$ cat src/rtl/tone_sequencer.sv
// rtl/tone_sequencer.sv - note FIFO that writes square-wave half-periods to the audio unit at note boundaries.
// Optional silence gap between notes is enabled with `define SEQ_GAP_EN.
module tone_sequencer #(
  parameter int DEPTH      = 8,
  parameter int TICK_DIV   = 50000,
  parameter int GAP_CYCLES = 1000
) (
  input  logic                     clk,
  input  logic                     rst_n,
  input  logic [31:0]              wdata,
  input  logic                     wenable,
  input  logic                     clear,
  output logic [31:0]              tone_wdata,
  output logic                     tone_wenable,
  output logic [$clog2(DEPTH):0]   level,
  output logic                     full,
  output logic                     empty,
  output logic                     busy,
  output logic                     overflow
);

  localparam int AW = $clog2(DEPTH);
  localparam int LW = AW + 1;
  localparam int PW = (TICK_DIV > 1) ? $clog2(TICK_DIV) : 1;
  localparam logic [PW-1:0] PRESC_MAX = PW'(TICK_DIV - 1);
`ifdef SEQ_GAP_EN
  localparam int GW = (GAP_CYCLES > 1) ? $clog2(GAP_CYCLES) : 1;
  localparam logic [GW-1:0] GAP_MAX = GW'(GAP_CYCLES - 1);
`endif

  typedef enum logic [1:0] {
    IDLE,
    PLAY,
    STOP
`ifdef SEQ_GAP_EN
    , GAP
`endif
  } state_t;

  state_t state, state_nx;

  logic [31:0]    mem [DEPTH];
  logic [AW-1:0]  wr_ptr, rd_ptr;
  logic [LW-1:0]  count;
  logic           push, pop;
  logic [11:0]    head_dur;
  logic [19:0]    head_hp;

  logic [PW-1:0]  presc, presc_nx;
  logic [11:0]    remaining, rem_nx;
  logic [31:0]    tone_data_nx;
  logic           tone_we_nx;
  logic           tick, note_end;
`ifdef SEQ_GAP_EN
  logic [GW-1:0]  gap_cnt, gap_nx;
`endif

  assign level    = count;
  assign full     = (count == LW'(DEPTH));
  assign empty    = (count == '0);
  assign busy     = (state != IDLE);
  assign push     = wenable && !full && !clear;
  assign head_dur = mem[rd_ptr][31:20];
  assign head_hp  = mem[rd_ptr][19:0];

  assign tick     = (presc == PRESC_MAX);
  // remaining == 0 in PLAY only follows a discarded zero-duration entry: recheck the FIFO.
  assign note_end = (remaining == '0) || (tick && remaining == 12'd1);

  always_ff @(posedge clk) begin
    if (push) mem[wr_ptr] <= wdata;
  end

  always_ff @(posedge clk or negedge rst_n) begin
    if (!rst_n) begin
      wr_ptr   <= '0;
      rd_ptr   <= '0;
      count    <= '0;
      overflow <= 1'b0;
    end else if (clear) begin
      wr_ptr   <= '0;
      rd_ptr   <= '0;
      count    <= '0;
      overflow <= 1'b0;
    end else begin
      if (push) wr_ptr <= wr_ptr + AW'(1);
      if (pop)  rd_ptr <= rd_ptr + AW'(1);
      case ({push, pop})
        2'b10:   count <= count + LW'(1);
        2'b01:   count <= count - LW'(1);
        default: count <= count;
      endcase
      if (wenable && full) overflow <= 1'b1;
    end
  end

  always_ff @(posedge clk or negedge rst_n) begin
    if (!rst_n) begin
      state        <= IDLE;
      presc        <= '0;
      remaining    <= '0;
      tone_wdata   <= '0;
      tone_wenable <= 1'b0;
`ifdef SEQ_GAP_EN
      gap_cnt      <= '0;
`endif
    end else begin
      state        <= state_nx;
      presc        <= presc_nx;
      remaining    <= rem_nx;
      tone_wdata   <= tone_data_nx;
      tone_wenable <= tone_we_nx;
`ifdef SEQ_GAP_EN
      gap_cnt      <= gap_nx;
`endif
    end
  end

  always_comb begin
    state_nx     = state;
    presc_nx     = presc;
    rem_nx       = remaining;
    tone_data_nx = tone_wdata;
    tone_we_nx   = 1'b0;
    pop          = 1'b0;
`ifdef SEQ_GAP_EN
    gap_nx       = gap_cnt;
`endif
    if (clear) begin
      state_nx = IDLE;
      presc_nx = '0;
      rem_nx   = '0;
      if (state == PLAY || state == STOP) begin
        tone_we_nx   = 1'b1;
        tone_data_nx = '0;
      end
    end else begin
      case (state)
        IDLE: begin
          if (!empty) begin
            pop = 1'b1;
            if (head_dur != '0) begin
              state_nx     = PLAY;
              rem_nx       = head_dur;
              presc_nx     = '0;
              tone_we_nx   = 1'b1;
              tone_data_nx = {12'b0, head_hp};
            end
          end
        end
        PLAY: begin
          if (tick) begin
            presc_nx = '0;
            rem_nx   = remaining - 12'd1;
          end else begin
            presc_nx = presc + PW'(1);
          end
          if (note_end) begin
            presc_nx = '0;
            rem_nx   = '0;
            if (empty) begin
              state_nx     = STOP;
              tone_we_nx   = 1'b1;
              tone_data_nx = '0;
            end else begin
`ifdef SEQ_GAP_EN
              state_nx     = GAP;
              gap_nx       = '0;
              tone_we_nx   = 1'b1;
              tone_data_nx = '0;
`else
              pop = 1'b1;
              if (head_dur != '0) begin
                rem_nx       = head_dur;
                tone_we_nx   = 1'b1;
                tone_data_nx = {12'b0, head_hp};
              end
`endif
            end
          end
        end
        // Silence strobe was registered on the way in; just return to IDLE.
        STOP: state_nx = IDLE;
`ifdef SEQ_GAP_EN
        GAP: begin
          if (gap_cnt == GAP_MAX) begin
            if (empty) begin
              state_nx = IDLE;
            end else begin
              pop = 1'b1;
              if (head_dur != '0) begin
                state_nx     = PLAY;
                rem_nx       = head_dur;
                presc_nx     = '0;
                tone_we_nx   = 1'b1;
                tone_data_nx = {12'b0, head_hp};
              end else begin
                state_nx = IDLE;
              end
            end
          end else begin
            gap_nx = gap_cnt + GW'(1);
          end
        end
`endif
        default: state_nx = IDLE;
      endcase
    end
  end

endmodule

$ cat config.mk
export PLATFORM = sky130hd
export DESIGN_NAME = tone_sequencer
export DESIGN_NICKNAME = d
export VERILOG_FILES = /design/src/rtl/tone_sequencer.sv
export SDC_FILE = /design/constraint.sdc
export NUM_CORES = 1
export LEC_CHECK = 0
export ABC_AREA = 1
export BUFFER_PORTS_ARGS = -buffer_cell sky130_fd_sc_hd__clkbuf_2
export CAP_MARGIN = 20
export CORE_ASPECT_RATIO = 2
export CORE_MARGIN = 5
export CORE_UTILIZATION = 48
export CTS_CLUSTER_SIZE = 40
export DETAILED_ROUTE_END_ITERATION = 8
export GPL_ROUTABILITY_DRIVEN = 0
export PLACE_DENSITY = 0.65
export SLEW_MARGIN = 20
export SYNTH_ARGS = -nofsm -noshare
export SYNTH_HDL_FRONTEND = slang
export SYNTH_SLANG_ARGS = --single-unit
export TNS_END_PERCENT = 30
$ cat constraint.sdc
create_clock -name clk -period 3 [get_ports clk]
set_input_delay 0.3 -clock clk [delete_from_list [all_inputs] [get_ports clk]]
set_output_delay 0.3 -clock clk [all_outputs]
set_load 0.01 [all_outputs]
Yosys cells after proc, flatten, opt, wreduce, memory -nomap -nowiden
Memories as Yosys holds them, arrays and structs flattened.
Index checks and enable logic that the tools add are counted.
Widths: inputs -> output; s select.
{ "op_classes": {"n_reduce_logical": 22, "eq_ne": 13, "div_mod_pow": 0, "shift": 0, "mul": 0, "magnitude_cmp": 0, "n_addsub": 6, "mux": 48, "bitwise": 0} }
{ "ops": {"columns": ["op", "count"], "rows": [
  ["$mux 32", 6],
  ["$mux 12", 7],
  ["$mux 16", 5],
  ["$pmux 32 s2", 1],
  ["$pmux 16 s2", 1],
  ["$pmux 12 s2", 1],
  ["$add 16x1->16 const B", 1],
  ["$eq 16x16->1 const B", 1],
  ["$mux 1", 13],
  ["$eq 12x1->1 const B", 1],
  ["$logic_not 12->1", 1],
  ["$mux 3", 4],
  ["$ne 3x3->1 const B", 4],
  ["$reduce_and 4->1", 3],
  ["$reduce_bool 12->1", 1],
  ["$sub 12x1->12 const B", 1],
  ["$mux 2", 5],
  ["$pmux 4 s2", 1],
  ["$reduce_bool 2->1", 4],
  ["$add 3x1->3 const B", 2],
  ["$reduce_bool 3->1", 2],
  ["$add 4x1->4 const B", 1],
  ["$eq 2x1->1 const B", 2],
  ["$eq 2x2->1 const B", 2],
  ["13 further kinds", 19]
]} }
{ "word_totals": {"ramBits": 256, "out_inout_bits": 41, "rom_bits": 0, "inputBits": 36, "latch_bits": 0, "memories": 1, "reg_bits": 74} }
{ "mem_list": {"columns": ["name", "depth", "width", "read_ports", "rd_clocked_by_memory_dff", "write_ports", "line", "source"], "rows": [
  ["mem", 8, 32, 1, 0, 1, "42", "logic [31:0] mem [DEPTH];"]
]} }

Depth between registers and ports, before layout
{ "logic_depth": {"word_depth": 9, "mapped_depth": 19, "ltp_nobuf": 19} }

Worst setup path before layout
OpenSTA, ideal clock, no wires.
{ "synth_path": {"kind": "register to register", "start": "register presc[0]", "end": "register count[3], in the netlist level[3]", "required_ps": 2935, "t_arrival_ps": 2678, "stages_incl_launch_ff": 20, "n_path_buf": 0, "slack_ps": 257, "cell_sequence": "dfrtp_1 ha_1 nand2_1 nor2_2 nand3_1 nor2_4 nand2_2 nand2_2 nand3_1 nand2_2 nand2_1 inv_1 ha_1 a21oi_1 nand2_1 xor2_1 nand3b_1 nand2_1 nand3_1 nand2_1"} }
{ "synth_via": {"elab_chain_len": 9} }
{ "synth_lines": {"columns": ["element", "line", "source"], "rows": [
  ["start, declared", "49", "logic [PW-1:0] presc, presc_nx;"],
  ["start signal, assigned", "109", "presc <= presc_nx;"],
  ["$eq 16x16->1 (*)", "66", "assign tick = (presc == PRESC_MAX);"],
  ["$logic_and 1x1->1 (*)", "68", "assign note_end = (remaining == '0) || (tick && remaining == 12'd1);"],
  ["$logic_or 1x1->1 (*)", "68", null],
  ["$mux 1 (*)", "158", "if (note_end) begin"],
  ["$pmux 1 s2 (*)", "138", "case (state)"],
  ["$mux 1 (*)", "129", "if (clear) begin"],
  ["$eq 2x1->1 / $eq 2x2->1 (equally long branches)", "88", "case ({push, pop})"],
  ["$pmux 4 s2", "88", null],
  ["$mux 4", "80", "end else if (clear) begin"],
  ["end signal, assigned", "89", "2'b10: count <= count + LW'(1);"],
  ["end signal, assigned", "90", "2'b01: count <= count - LW'(1);"],
  ["end signal, assigned", "91", "default: count <= count;"],
  ["end, declared", "44", "logic [LW-1:0] count;"]
]} }
Every way passes the cells marked *; elsewhere a longest branch is shown, timed or not.
A chain may end at the register's enable or synchronous reset.

Worst setup path in the final report
{ "layout_path": {"start": "register rd_ptr[0]", "end": "register remaining[6]"} }
{ "layout_via": {"elab_chain_len": 7} }
{ "layout_lines": {"columns": ["element", "line", "source"], "rows": [
  ["start, declared", "43", "logic [AW-1:0] wr_ptr, rd_ptr;"],
  ["start signal, assigned", "87", "if (pop) rd_ptr <= rd_ptr + AW'(1);"],
  ["$mem_v2 8x32 (*)", null, null],
  ["$reduce_bool 12->1", "142, 173", null],
  ["$mux 12", "173", "if (head_dur != '0) begin"],
  ["$mux 12", "161", "if (empty) begin"],
  ["$mux 12", "158", null],
  ["$pmux 12 s2", "138", null],
  ["$mux 12", "129", null],
  ["end signal, assigned", "110", "remaining <= rem_nx;"],
  ["end, declared", "50", "logic [11:0] remaining, rem_nx;"]
]} }
Every way passes the cells marked *; elsewhere a longest branch is shown, timed or not. The select of a mux whose other input is x is not followed.

==> results.py <==
metrics = {
    "critical_path": {
        "r2r_slack_ns": 0.28,
        "r2r-end": "remaining[6]$_DFFE_PN0P_",
        "cp_common_cell": "nand2_1",
        "crit_fanout": 27,
        "slowest_stage": "dfrtp_4",
        "crit_required_ns": 3.48,
        "r2r_start": "rd_ptr[0]$_DFFE_PN0P_",
        "cp_num_buf_inv": 2,
        "cp.arrival_ns": 3.20,
        "crit_type": "flip-flop to flip-flop",
        "max_stage_delay_ns": 0.51,
        "cp_top_family": "simple AND/OR/NAND/NOR gates",
        "end_kind": "flip-flop",
        "crit_chain": "clkinv_2 > buf_4 > nand2_1 > nand3_1 > nand3_1 > nand2_1 > nand2_1 > nor2_2 > nand4_2 > nand3_1 > nand2_1 > nand2_1",
        "r2r_cells": 12,
        "start_kind": "flip-flop",
    },
    "synth": {
        "syn_area_per_cell_um2": 10.1,
        "synth_largest_area_cell": "edfxtp_1",
        "syn_inst": 1466,
        "synth_area_leaders": "edfxtp_1 (52%), dfrtp_1 (12%), nand2_1 (8.1%)",
        "syn-num-nets": 1514,
        "synthDistinctLibCells": 33,
        "synth_seq_cells": 330,
        "syn-cell-area_um2": 14800,
        "synth_seq_area_share": 0.643,
        "yosysWarningCount": 0,
        "yosysTopAreaCellShare": 0.518,
    },
    "global_routing": {
        "overflow": 0,
        "grt_pass1_wl_mm": 58.2,
        "grt_max_degree": 68,
        "antenna_found_initial": 0,
        "grt_pass1_vias": 11000,
        "gr-usage-all-layers": 0.212,
    },
    "min_path": {
        "holdPathEnd": "mem[2][5]$_DFFE_PP_",
        "hp-start": "wdata[5]",
        "hp-class": "input port to flip-flop",
        "holdPathStages": 1,
    },
    "power": {
        "power.density_nw_per_um2": 835,
        "p_leak_nw": 6.99,
        "vdd_drop_max_mv": 0.601,
    },
    "route": {
        "antenna_left": 0,
        "drt_iter0_drc": 684,
        "route.detailed.drc": 0,
        "post_drt_wl_per_cell_um": 18.7,
        "num_vias": 10700,
        "drt_first_pass_iters": 5,
        "detail_route.vias_per_cell": 5.46,
        "wl_mm": 36.6,
    },
    "timing": {
        "hold_viol": 0,
        "slew_violations": 0,
        "tightest_slew_ns": 0.907,
        "fin_ws_ns": 0.281,
        "fin_crit_ns": 2.72,
        "finClkSkew_ns": 0.0279,
        "rsz0062_at_grt": "no",
        "period_share": 0.906,
        "max-slew-margin-rel": 0.395,
        "max_freq_mhz": 368,
        "setup_viol": 0,
        "hold_slack_ns": 0.0352,
        "setup_tns_ns": 0,
    },
    "die": {
        "dieArea_um2": 34700,
        "num_rows": 91,
        "die_x_um": 134,
        "coreArea_um2": 30700,
        "die_y_um": 259,
        "ioPinCount": 77,
        "start_util": 0.483,
    },
    "clocking": {
        "clock-sinks": 330,
        "insertion_delay_ns": 0.57,
        "clk_path_buf_depth": 3,
        "path_clk_slew_ns": 0.07,
        "cts_tree": "built",
        "cts-root-buf": "clkbuf_16",
        "cts_made_buffers": 29,
        "htree_levels": 1,
        "post-cts-setup-buffers": 0,
    },
    "finish": {
        "final_util": 0.550,
        "antennaDiodeCount": 0,
        "final_cell_mix": "nand2_1 (321), edfxtp_1 (256), nand3_1 (164)",
        "nFillCells": 2675,
        "final_common_cell": "nand2_1",
        "areaGrowthSynthToFinish_pct": 14.0,
        "drive_above_1_share": 0.127,
        "final_nets": 1609,
    },
    "placement": {
        "port_buffers": 76,
        "dp_hpwl_mm": 23.0,
        "dp_slack_ns": 0.173,
    },
    "outcome": {
        "status": "finished clean",
    },
    "flow_run": {
        "max-cap-violations": 0,
    },
}
## where the power goes
part,switching [mW],total [mW],internal [mW]
clock network,1.63,3.76,2.13
logic,3.28,4.81,1.53
registers,0.236,5.55,5.31
## routing by layer
| layer | wire length, um | global-route usage | vias up |
|---|---|---|---|
| li1 | - | - | 5126 |
| met1 | 13500 | 0.237 | 5207 |
| met2 | 20300 | 0.405 | 256 |
| met3 | 1500 | 0.0260 | 81 |
| met4 | 1260 | 0.0830 | 0 |
| met5 | 0 | 0 | - |
## metrics by stage
| stage | area (um^2) | std cells | power [mW] |
|---|---|---|---|
| 2_1_floorplan | 14800 | 1466 | 9.01 |
| 3_3_place_gp | 15800 | 1883 | 10.4 |
| 3_5_place_dp | 15800 | 1883 | 10.4 |
| 4_1_cts | 16900 | 1956 | 14.2 |
| 5_1_grt | 16900 | 1956 | 15.0 |
| 6_report | 16900 | 1956 | 14.1 |
## worst max-delay path by stage
| stage | startpoint | end | cells past startpoint |
|---|---|---|---|
| final | rd_ptr[0]$_DFFE_PN0P_ | remaining[6]$_DFFE_PN0P_ | 12 |
| after global routing | remaining[2]$_DFFE_PN0P_ | level[3]$_DFFE_PN0P_ | 17 |
| after CTS | remaining[2]$_DFFE_PN0P_ | level[3]$_DFFE_PN0P_ | 17 |
| after detailed placement | remaining[2]$_DFFE_PN0P_ | level[3]$_DFFE_PN0P_ | 17 |
| after global placement | remaining[2]$_DFFE_PN0P_ | level[3]$_DFFE_PN0P_ | 17 |
| after floorplan | presc[0]$_DFFE_PN0P_ | level[3]$_DFFE_PN0P_ | 19 |
## cells by family (layout without fill, tap and decap cells)
logic type                 Yosys count  count (layout)  share of synthesized area
and+or+nand+nor                    706             706                      0.203
DFF                                330             330                      0.643
adders and majority gates           12              12                     0.0106
xor gates and xnor gates            22              22                     0.0130
buffers and inverters              244             362                     0.0686
AOI/OAI and AO/OA                  152             152                     0.0617
## flip-flops by register name, indices dropped and copies added (netlist names)
register and flops:
level 4, mem 256, overflow 1, presc 16
rd_ptr 3, remaining 12, state 2, tone_wdata 32
tone_wenable 1, wr_ptr 3
## layout make-up
class                      instances  area, um^2  area share
clock buffer                      42         805      0.0476
sequential                       330        9540       0.564
timing repair buffer             139         966      0.0571
inverter                         169         636      0.0376
multi-input combinational        892        4350       0.257
clock inverter                    12         150     0.00888
tap                              372         465      0.0275
## cells in the mapped netlist
cell type and instances:
buf_6 8, ha_1 11, nor2_4 3, nand4_2 1
clkinv_1 1, nor2_1 162, o211ai_1 1, nand4_1 15
nor4_1 12, nor3_1 14, a21oi_1 6, o21ai_0 91
nand3b_1 1, buf_2 16, o21ai_1 13, xnor2_1 3
o21a_1 1, dfrtp_1 74, buf_1 4, nand2_1 322
nand3_2 2, or2_2 2, nor2_2 4, fa_1 1
xor2_1 19, inv_2 7, nand2_2 4, o221ai_1 40
buf_4 6, edfxtp_1 256, inv_1 161, nand3_1 164
clkbuf_1 41
## timing repair
| item | 4_1_cts | 5_1_grt |
|---|---|---|
| hold buffers | 19 | 0 |
| gates resized for setup | 0 | 3 |
| endpoints found under the setup margin | 0 | 10 |
| endpoints found under the hold margin | 169 | 0 |
Note: power is estimated with default switching activity, not from simulation.
